===== src/rtl/tlb_arb_pkg.sv =====
// Shared types and widths for the TLB search-port arbiter.
package tlb_arb_pkg;

  localparam int unsigned TLBNUM_DEF = 16;
  localparam int unsigned IDXW_DEF   = 4;
  localparam int unsigned VPN2W      = 19;
  localparam int unsigned ASIDW      = 8;
  localparam int unsigned PFNW       = 20;
  localparam int unsigned CW         = 3;

  typedef enum logic {
    ST_IDLE = 1'b0,
    ST_RESP = 1'b1
  } state_e;

  typedef enum logic [1:0] {
    OWN_IF   = 2'd0,
    OWN_MEM  = 2'd1,
    OWN_TLBP = 2'd2
  } owner_e;

endpackage


===== src/rtl/tlb_arb_pick.sv =====
// Grant selection: tlbp has absolute priority, if/mem share by round robin.
// Ports: en (grant window open), *_req (already qualified requests),
//        rr (preferred of if/mem on a tie), *_gnt (one-hot or zero grants).
module tlb_arb_pick
  import tlb_arb_pkg::*;
(
  input  logic   en,
  input  logic   if_req,
  input  logic   mem_req,
  input  logic   tlbp_req,
  input  owner_e rr,
  output logic   if_gnt,
  output logic   mem_gnt,
  output logic   tlbp_gnt
);

  always_comb begin
    if_gnt   = 1'b0;
    mem_gnt  = 1'b0;
    tlbp_gnt = 1'b0;
    if (en) begin
      if (tlbp_req) begin
        tlbp_gnt = 1'b1;
      end else if (if_req && mem_req) begin
        if (rr == OWN_MEM) mem_gnt = 1'b1;
        else               if_gnt  = 1'b1;
      end else if (if_req) begin
        if_gnt = 1'b1;
      end else if (mem_req) begin
        mem_gnt = 1'b1;
      end
    end
  end

endmodule


===== src/rtl/tlb_search_arb.sv =====
// Arbitrates the TLB's single search port among if, mem and tlbp lookups
// and holds the registered search result for the winning requester.
// Ports: clk/resetn; per requester r in {if,mem,tlbp}: r_req, r_vpn2, r_odd,
//        r_asid, r_gnt (same-cycle accept), r_rsp_valid, r_rsp_ready;
//        shared rsp_* result; s_* key out / result in for the TLB search port;
//        tlbwi_pending blocks grants; flush cancels if/mem traffic.
module tlb_search_arb
  import tlb_arb_pkg::*;
#(
  parameter int unsigned TLBNUM = TLBNUM_DEF,
  parameter int unsigned IDXW   = IDXW_DEF
) (
  input  logic             clk,
  input  logic             resetn,

  input  logic             if_req,
  input  logic [VPN2W-1:0] if_vpn2,
  input  logic             if_odd,
  input  logic [ASIDW-1:0] if_asid,
  output logic             if_gnt,
  output logic             if_rsp_valid,
  input  logic             if_rsp_ready,

  input  logic             mem_req,
  input  logic [VPN2W-1:0] mem_vpn2,
  input  logic             mem_odd,
  input  logic [ASIDW-1:0] mem_asid,
  output logic             mem_gnt,
  output logic             mem_rsp_valid,
  input  logic             mem_rsp_ready,

  input  logic             tlbp_req,
  input  logic [VPN2W-1:0] tlbp_vpn2,
  input  logic             tlbp_odd,
  input  logic [ASIDW-1:0] tlbp_asid,
  output logic             tlbp_gnt,
  output logic             tlbp_rsp_valid,
  input  logic             tlbp_rsp_ready,

  output logic             rsp_found,
  output logic [IDXW-1:0]  rsp_index,
  output logic [PFNW-1:0]  rsp_pfn,
  output logic [CW-1:0]    rsp_c,
  output logic             rsp_d,
  output logic             rsp_v,

  output logic [VPN2W-1:0] s_vpn2,
  output logic             s_odd,
  output logic [ASIDW-1:0] s_asid,
  input  logic             s_found,
  input  logic [IDXW-1:0]  s_index,
  input  logic [PFNW-1:0]  s_pfn,
  input  logic [CW-1:0]    s_c,
  input  logic             s_d,
  input  logic             s_v,

  input  logic             tlbwi_pending,
  input  logic             flush
);

  state_e     state;
  owner_e     owner;
  owner_e     rr;
  logic [2:0] valid_q;   // one-hot {tlbp, mem, if} response valid

  logic [2:0] rdy_vec;
  logic       hs;
  logic       drop;
  logic       grant_en;
  logic       pick_if;
  logic       pick_mem;
  logic       pick_tlbp;
  logic       any_gnt;
  owner_e     gnt_owner;
  logic       idx_ok;

  assign rdy_vec = {tlbp_rsp_ready, mem_rsp_ready, if_rsp_ready};

  // Owner consumes its response this cycle; frees the port for back-to-back issue.
  assign hs = (state == ST_RESP) && (|(valid_q & rdy_vec));

  // A flush kills an outstanding if/mem response; a tlbp probe always completes.
  assign drop = (state == ST_RESP) && flush && (owner != OWN_TLBP);

  assign grant_en = resetn && !tlbwi_pending && ((state == ST_IDLE) || hs);

  tlb_arb_pick u_pick (
    .en       (grant_en),
    .if_req   (if_req && !flush),
    .mem_req  (mem_req && !flush),
    .tlbp_req (tlbp_req),
    .rr       (rr),
    .if_gnt   (pick_if),
    .mem_gnt  (pick_mem),
    .tlbp_gnt (pick_tlbp)
  );

  assign if_gnt   = pick_if;
  assign mem_gnt  = pick_mem;
  assign tlbp_gnt = pick_tlbp;
  assign any_gnt  = pick_if || pick_mem || pick_tlbp;

  always_comb begin
    gnt_owner = OWN_IF;
    if (pick_mem)  gnt_owner = OWN_MEM;
    if (pick_tlbp) gnt_owner = OWN_TLBP;
  end

  // Search key follows the winner; idle port sees an all-zero key.
  always_comb begin
    s_vpn2 = '0;
    s_odd  = 1'b0;
    s_asid = '0;
    if (pick_tlbp) begin
      s_vpn2 = tlbp_vpn2;
      s_odd  = tlbp_odd;
      s_asid = tlbp_asid;
    end else if (pick_mem) begin
      s_vpn2 = mem_vpn2;
      s_odd  = mem_odd;
      s_asid = mem_asid;
    end else if (pick_if) begin
      s_vpn2 = if_vpn2;
      s_odd  = if_odd;
      s_asid = if_asid;
    end
  end

  // Guards a non-power-of-two TLB from reporting a hit on a nonexistent entry.
  assign idx_ok = (32'(s_index) < TLBNUM);

  assign if_rsp_valid   = valid_q[0];
  assign mem_rsp_valid  = valid_q[1];
  assign tlbp_rsp_valid = valid_q[2];

  // State, ownership, fairness pointer and captured search result.
  always_ff @(posedge clk or negedge resetn) begin
    if (!resetn) begin
      state     <= ST_IDLE;
      owner     <= OWN_IF;
      rr        <= OWN_IF;
      valid_q   <= '0;
      rsp_found <= 1'b0;
      rsp_index <= '0;
      rsp_pfn   <= '0;
      rsp_c     <= '0;
      rsp_d     <= 1'b0;
      rsp_v     <= 1'b0;
    end else if (any_gnt) begin
      state     <= ST_RESP;
      owner     <= gnt_owner;
      valid_q   <= {pick_tlbp, pick_mem, pick_if};
      rsp_found <= s_found && idx_ok;
      rsp_index <= s_index;
      rsp_pfn   <= s_pfn;
      rsp_c     <= s_c;
      rsp_d     <= s_d;
      rsp_v     <= s_v;
      if (pick_if)       rr <= OWN_MEM;
      else if (pick_mem) rr <= OWN_IF;
    end else if (hs || drop) begin
      state   <= ST_IDLE;
      valid_q <= '0;
    end
  end

endmodule


===== config.mk =====
export PLATFORM = sky130hd
export DESIGN_NAME = tlb_search_arb
export DESIGN_NICKNAME = d
export VERILOG_FILES = /design/src/rtl/tlb_arb_pkg.sv /design/src/rtl/tlb_arb_pick.sv /design/src/rtl/tlb_search_arb.sv
export SDC_FILE = /design/constraint.sdc
export NUM_CORES = 1
export LEC_CHECK = 0
export CELL_PAD_IN_SITES_DETAIL_PLACEMENT = 0
export CELL_PAD_IN_SITES_GLOBAL_PLACEMENT = 2
export CORE_ASPECT_RATIO = 0.7
export CORE_MARGIN = 1
export CORE_UTILIZATION = 15
export CTS_BUF_LIST = sky130_fd_sc_hd__clkbuf_8
export DETAILED_ROUTE_END_ITERATION = 10
export GPL_ROUTABILITY_DRIVEN = 0
export PLACE_DENSITY = 0.88
export SYNTH_ARGS = -nofsm -noshare
export SYNTH_HDL_FRONTEND = slang
export SYNTH_SLANG_ARGS = --single-unit

===== constraint.sdc =====
create_clock -name clk -period 1.9 [get_ports clk]
set_input_delay 0.285 -clock clk [delete_from_list [all_inputs] [get_ports clk]]
set_output_delay 0.285 -clock clk [all_outputs]
set_load 0.03 [all_outputs]

**After elaboration in Yosys (flattened, before gate mapping)**

Cells that the tools add are included.

- Bits in registers: 38
- Input bits: 124

- Eq/ne operators: 2
- Multiplexer cells: 30
- Bitwise gates (word level): 2
- Reductions and logical operators: 18

Operators with widths:

| cell | count |
|---|---|
| 19-bit 2-to-1 mux | 3 |
| 8-bit 2-to-1 mux | 3 |
| 1-bit 2-to-1 mux | 19 |
| 1-bit logical AND | 8 |
| 2-bit 2-to-1 mux | 3 |
| 3-bit 2-to-1 mux | 2 |
| 1-bit logical OR | 4 |
| 2-bit nonzero test | 2 |
| 3-bit AND | 1 |
| 3-bit OR reduction | 1 |
| 2-bit by 1-bit equality test with 1-bit output (second input constant) | 1 |
| 1-bit zero test | 2 |
| 2-bit != test (second input constant) | 1 |
| 2-bit AND reduction | 1 |
| 1-bit NOT | 1 |

**Depth between registers and ports, before layout**

- Depth after elaboration: 10
- Gate-level depth with buffers: 6

**Modules after synthesis**

From an unflattened synthesis, not the netlist that was laid out.

- Cell total of the unflattened synthesis: 200
- Area, all modules: 2029.4 µm²

Modules (own cells, without submodules):

| module | times used | cells each | area each (µm²) | sequential area each (µm²) |
|---|---|---|---|---|
| tlb_search_arb | 1 | 194 | 1986.9 | 925.9 |
| tlb_arb_pick | 1 | 6 | 42.5 | 0.0 |

**Worst setup path before layout**

OpenSTA, ideal clock, no wires.

- Path kind: input port to output port
- From: input port flush
- To: output port s_vpn2[11]
- Arrival: 1.867 ns
- Slack: -0.252 ns
- Stages on the path: 5
- Path buffers: 1
- Path through: or4b_4 a31o_4 a211oi_4 buf_6 a221o_1

- Longest elaborated chain between the ends: 9
- Elaborated cells between the ends (all ways): 16
- Those cells by class: mux: 12; reduce/logical: 4

RTL lines:

| item | RTL line | source |
|---|---|---|
| start: declaration | tlb_search_arb.sv:58 | `input logic flush` |
| 1-bit zero test * | tlb_search_arb.sv:89, tlb_search_arb.sv:90 |  |
| 1-bit logical AND (on tied branches) | tlb_search_arb.sv:89, tlb_search_arb.sv:90 |  |
| 1-bit 2-to-1 mux or 1-bit logical AND (tied branches) | tlb_arb_pick.sv:27, tlb_arb_pick.sv:24 |  |
| 1-bit 2-to-1 mux * | tlb_arb_pick.sv:24 | `end else if (if_req && mem_req) begin` |
| 1-bit 2-to-1 mux * | tlb_arb_pick.sv:22 | `if (tlbp_req) begin` |
| 1-bit 2-to-1 mux * | tlb_arb_pick.sv:21 | `if (en) begin` |
| net if_gnt | tlb_search_arb.sv:20 | `output logic if_gnt,` |
| 19-bit 2-to-1 mux * | tlb_search_arb.sv:122 | `end else if (pick_if) begin` |
| 19-bit 2-to-1 mux * | tlb_search_arb.sv:118 | `end else if (pick_mem) begin` |
| 19-bit 2-to-1 mux * | tlb_search_arb.sv:114 | `if (pick_tlbp) begin` |
| end: declaration | tlb_search_arb.sv:47 | `output logic [VPN2W-1:0] s_vpn2,` |

Mark *: on every way through the listed nets, which the timed path passes. The rest lies on a longest branch.

**Worst setup path in the final report**

- From: register valid_q[2]
- To: output port s_vpn2[9]

- Longest elaborated chain between the ends: 9
- Elaborated cells between the ends (all ways): 11
- Those cells by class: mux: 6; bitwise: 1; reduce/logical: 4

RTL lines:

| item | RTL line | source |
|---|---|---|
| start: declaration | tlb_search_arb.sv:64 | `logic [2:0] valid_q;` |
| start signal: assignment | tlb_search_arb.sv:152 | `valid_q <= {pick_tlbp, pick_mem, pick_if};` |
| 3-bit AND * | tlb_search_arb.sv:80 | `assign hs = (state == ST_RESP) && (\|(valid_q & rdy_vec));` |
| 3-bit OR reduction * | tlb_search_arb.sv:80 |  |
| 1-bit logical AND * | tlb_search_arb.sv:80 |  |
| 1-bit logical OR * | tlb_search_arb.sv:85 | `assign grant_en = resetn && !tlbwi_pending && ((state == ST_IDLE) \|\| hs);` |
| 1-bit logical AND * | tlb_search_arb.sv:85 |  |
| 1-bit 2-to-1 mux | tlb_arb_pick.sv:21 |  |
| 19-bit 2-to-1 mux | tlb_search_arb.sv:122 |  |
| 19-bit 2-to-1 mux | tlb_search_arb.sv:118 |  |
| 19-bit 2-to-1 mux * | tlb_search_arb.sv:114 |  |

Mark *: on every way between the ends. The rest lies on a longest branch, timed or not.

==> results by group <==
Critical path
  • CP required: between 1.5 and 2 ns
  • Reg2reg end: rsp_pfn[13]$_DFFE_PN0P_
  • Worst setup SP type: flip-flop
  • Reg2reg start: valid_q[2]$_DFFE_PN0P_
  • Critical Path End Type: primary output
  • Critical path, cell by cell: a22oi_2, buf_6, a31o_4, a211oi_4, buf_6, buf_12, a221o_2, buf_12
  • Crit Path Class: reg -> out
  • Critical path's slowest cell: dfrtp_1
  • R2R Setup Slk: roughly 0.24 ns
  • CP Max Fanout: 6
  • Critical path arrival: 2.03 ns
  • Reg2Reg Depth: 6
  • CP max stage delay: 0.39 ns

Finish
  • Share of layout cells above drive strength 1: approximately 41%
  • Diodes inserted: 0
  • Non-Filler Instances: approximately 570
  • Fill cells: 1299
  • Final Instance Area: between 4000 and 5000 µm²
  • FF/Latch Area: 926 µm²
  • P&R area growth vs syn: 134%
  • Multi-input gate area in the final layout: 1090 µm²
  • Fin nets: 506

Synth
  • Cell area after synthesis: between 2000 and 2500 µm²
  • Cell with the most instances after synthesis: dfrtp_1
  • Top post-synthesis cells by area: dfrtp_1 45%, mux2_2 16%, a221o_1 13%
  • Synthesized area per cell: approximately 12 µm²
  • Synth top cells by count: 37 x dfrtp_1, 29 x mux2_2, 27 x a221o_1
  • Top-area cell type share of the netlist area: a little under half
  • Largest area contributor in the netlist: dfrtp_1
  • Yosys reg bits: 37
  • Syn Nets: about 290
  • Ys async rst share: 100%
  • Seq/Total Area, Yosys: around 45%
  • Ys flop type: dfrtp_1
  • EDFF count, synth: 0
  • Synth unique cells: 34
  • Synth warnings: 0
  • Post-Syn Instances: between 150 and 200

Timing
  • Final Max Tran Viols: 0
  • Final Cycle Share: 122%
  • Post-layout min period: ~2.3 ns
  • Hold slack: 0.136 ns
  • # setup viols final: 30
  • PnR worst setup slack: -0.420 ns
  • TNS Setup: -11.29 ns
  • Max frequency: 431 MHz
  • Final count of hold timing violations: 0
  • Rel. slew slack: 71.6%
  • RSZ-0062 raised after global routing: yes
  • Clock skew: around 0.0095 ns
  • Least-Margin Pin Slew: 0.426 ns

Clocking
  • Clk root buf: clkbuf_8
  • Sink Count: 37
  • TritonCTS clock tree: yes
  • Clock transition at path regs: around 0.080 ns
  • H-tree levels: 2
  • CTS max path bufs: 2
  • Latest clock arrival within the worst-skew pair: a little under 0.3 ns
  • Num CTS Buffers: 5

Detailed routing
  • First drt pass iteration count: 4
  • Post-route DRC: 0
  • Vias: between 2000 and 2500
  • Drt total wl: roughly 8700 µm
  • WL/cell: 15.3 µm
  • Post-DRT Antenna Nets: 0
  • Vias per std cell: around 3.9
  • Drt first-iter violations: between 80 and 90

Global route
  • Overall routing resource usage: 11.8%
  • Initial antenna violation count: 0
  • Vias in the first global route: ~2400
  • Met2 Use GR: between 20% and 30%
  • GRT met1 Usage: between 10% and 20%
  • GR peak layer: met2
  • Global-route wire length before repair: roughly 13000 µm
  • Total congestion overflow: 0
  • Met3 GRT Util: 2.46%
  • Pin count of the biggest net entering global routing: 33

Placed design
  • Detailed placer's ending HPWL: 6110 µm
  • DP Area: about 4200 µm²
  • PortBufs: about 190
  • Placed insts: 545

Die
  • Io pins: 188
  • Initial Util: between 10% and 20%
  • FP Rows: 35
  • Die X: approximately 140 µm
  • Die area: about 14000 µm²
  • Core area: ~13000 µm²
  • Die height: approximately 99 µm

Run
  • Max Cap Violations: 0

Power
  • VDD IR max: 510 µV
  • LEAKAGE: 1.97 nW
  • Tot Pwr: around 4.5 mW
  • P per Cell Area: around 950 nW/µm²

Status
  • Status: finished with violations
  • Failing checks: negative setup slack

Min path
  • Worst min-delay path category: in -> async
==> registers in the layout, summed over array words and instances (netlist names) <==
signal,cells
rsp_d,1
valid_q,3
rsp_found,1
state,1
rsp_pfn,20
rr,1
rsp_c,3
rsp_index,4
owner,2
rsp_v,1
==> metal layers <==
| layer | part of all wire (%) | routed length (µm) |
|---|---|---|
| met5 | 0 | 0 |
| met4 | 0.52 | 45 |
| met3 | 4.3 | 370 |
| met2 | 49 | 4280 |
| met1 | 46 | 3980 |
==> kinds of logic after synthesis <==
| family | Yosys count | synth area share [%] |
|---|---|---|
| compound gates | 42 | 19.9 |
| simple gates | 39 | 12.7 |
| flops | 37 | 45.5 |
| mux | 30 | 16.6 |
| buf+inv | 16 | 5.35 |
==> placed cells by master, fill, tap and decap left out, types with 2 or more instances in the layout <==
master and count:
inv_1 4, and2_4 11, buf_6 35, a221o_2 28
buf_8 2, buf_2 3, and2_0 2, dlygate4sd2_1 2
and2_1 16, dfrtp_1 37, clkinv_2 2, a21o_1 3
o22ai_1 2, buf_4 17, buf_16 3, mux2_2 29
clkbuf_16 5, clkbuf_8 5, clkdlybuf4s50_1 149, buf_12 6
==> critical path, delay by kind of cell, from the launching register on <==
family / cells / cell delay [ns]
compound gates: 4 / 0.80
buf+inv: 4 / 0.55
flops: 1 / 0.39
==> worst max-delay path by stage <==
stage / startpoint / endpoint / slack [ns]
6_report: valid_q[2]$_DFFE_PN0P_ / s_vpn2[9] / -0.42
5_1_grt: valid_q[2]$_DFFE_PN0P_ / s_vpn2[9] / -0.51
4_1_cts: valid_q[2]$_DFFE_PN0P_ / s_vpn2[15] / -0.46
3_5_place_dp: flush / s_vpn2[2] / -0.65
3_3_place_gp: flush / s_asid[2] / -0.62
2_1_floorplan: flush / s_vpn2[11] / -0.13
==> where the power goes <==
| part | total (mW) | switching, mW | internal, mW |
|---|---|---|---|
| registers | 1.35 | 0.198 | 1.16 |
| logic | 2.67 | 1.29 | 1.38 |
| clock network | 0.525 | 0.276 | 0.249 |
==> per-stage QoR <==
| step | setup WS, ns | util (%) |
|---|---|---|
| 4_1_cts | -0.465 | 35.6 |
| 5_1_grt | -0.505 | 36.1 |
| 2_1_floorplan | -0.126 | - |
| 6_report | -0.420 | 36.1 |
| 3_3_place_gp | -0.620 | 32.1 |
| 3_5_place_dp | -0.647 | 32.1 |
==> area by class of cell <==
cell class	count	share of cell area [%]
clock buffer	5	1.44
clock inverter	3	0.289
inverter	3	0.236
multi-input combinational	111	22.8
sequential	37	19.4
tap	185	4.86
timing repair buffer	224	50.9
==> repair_timing <==
item	4_1_cts	5_1_grt
hold buffers	1	0
gates cloned	6	3
endpoints found under the hold margin	5	0
resized for setup	62	26
endpoints found under the setup margin	63	57
setup buffers	7	4
pin swaps	13	22
(Power assumes the default switching activity.)
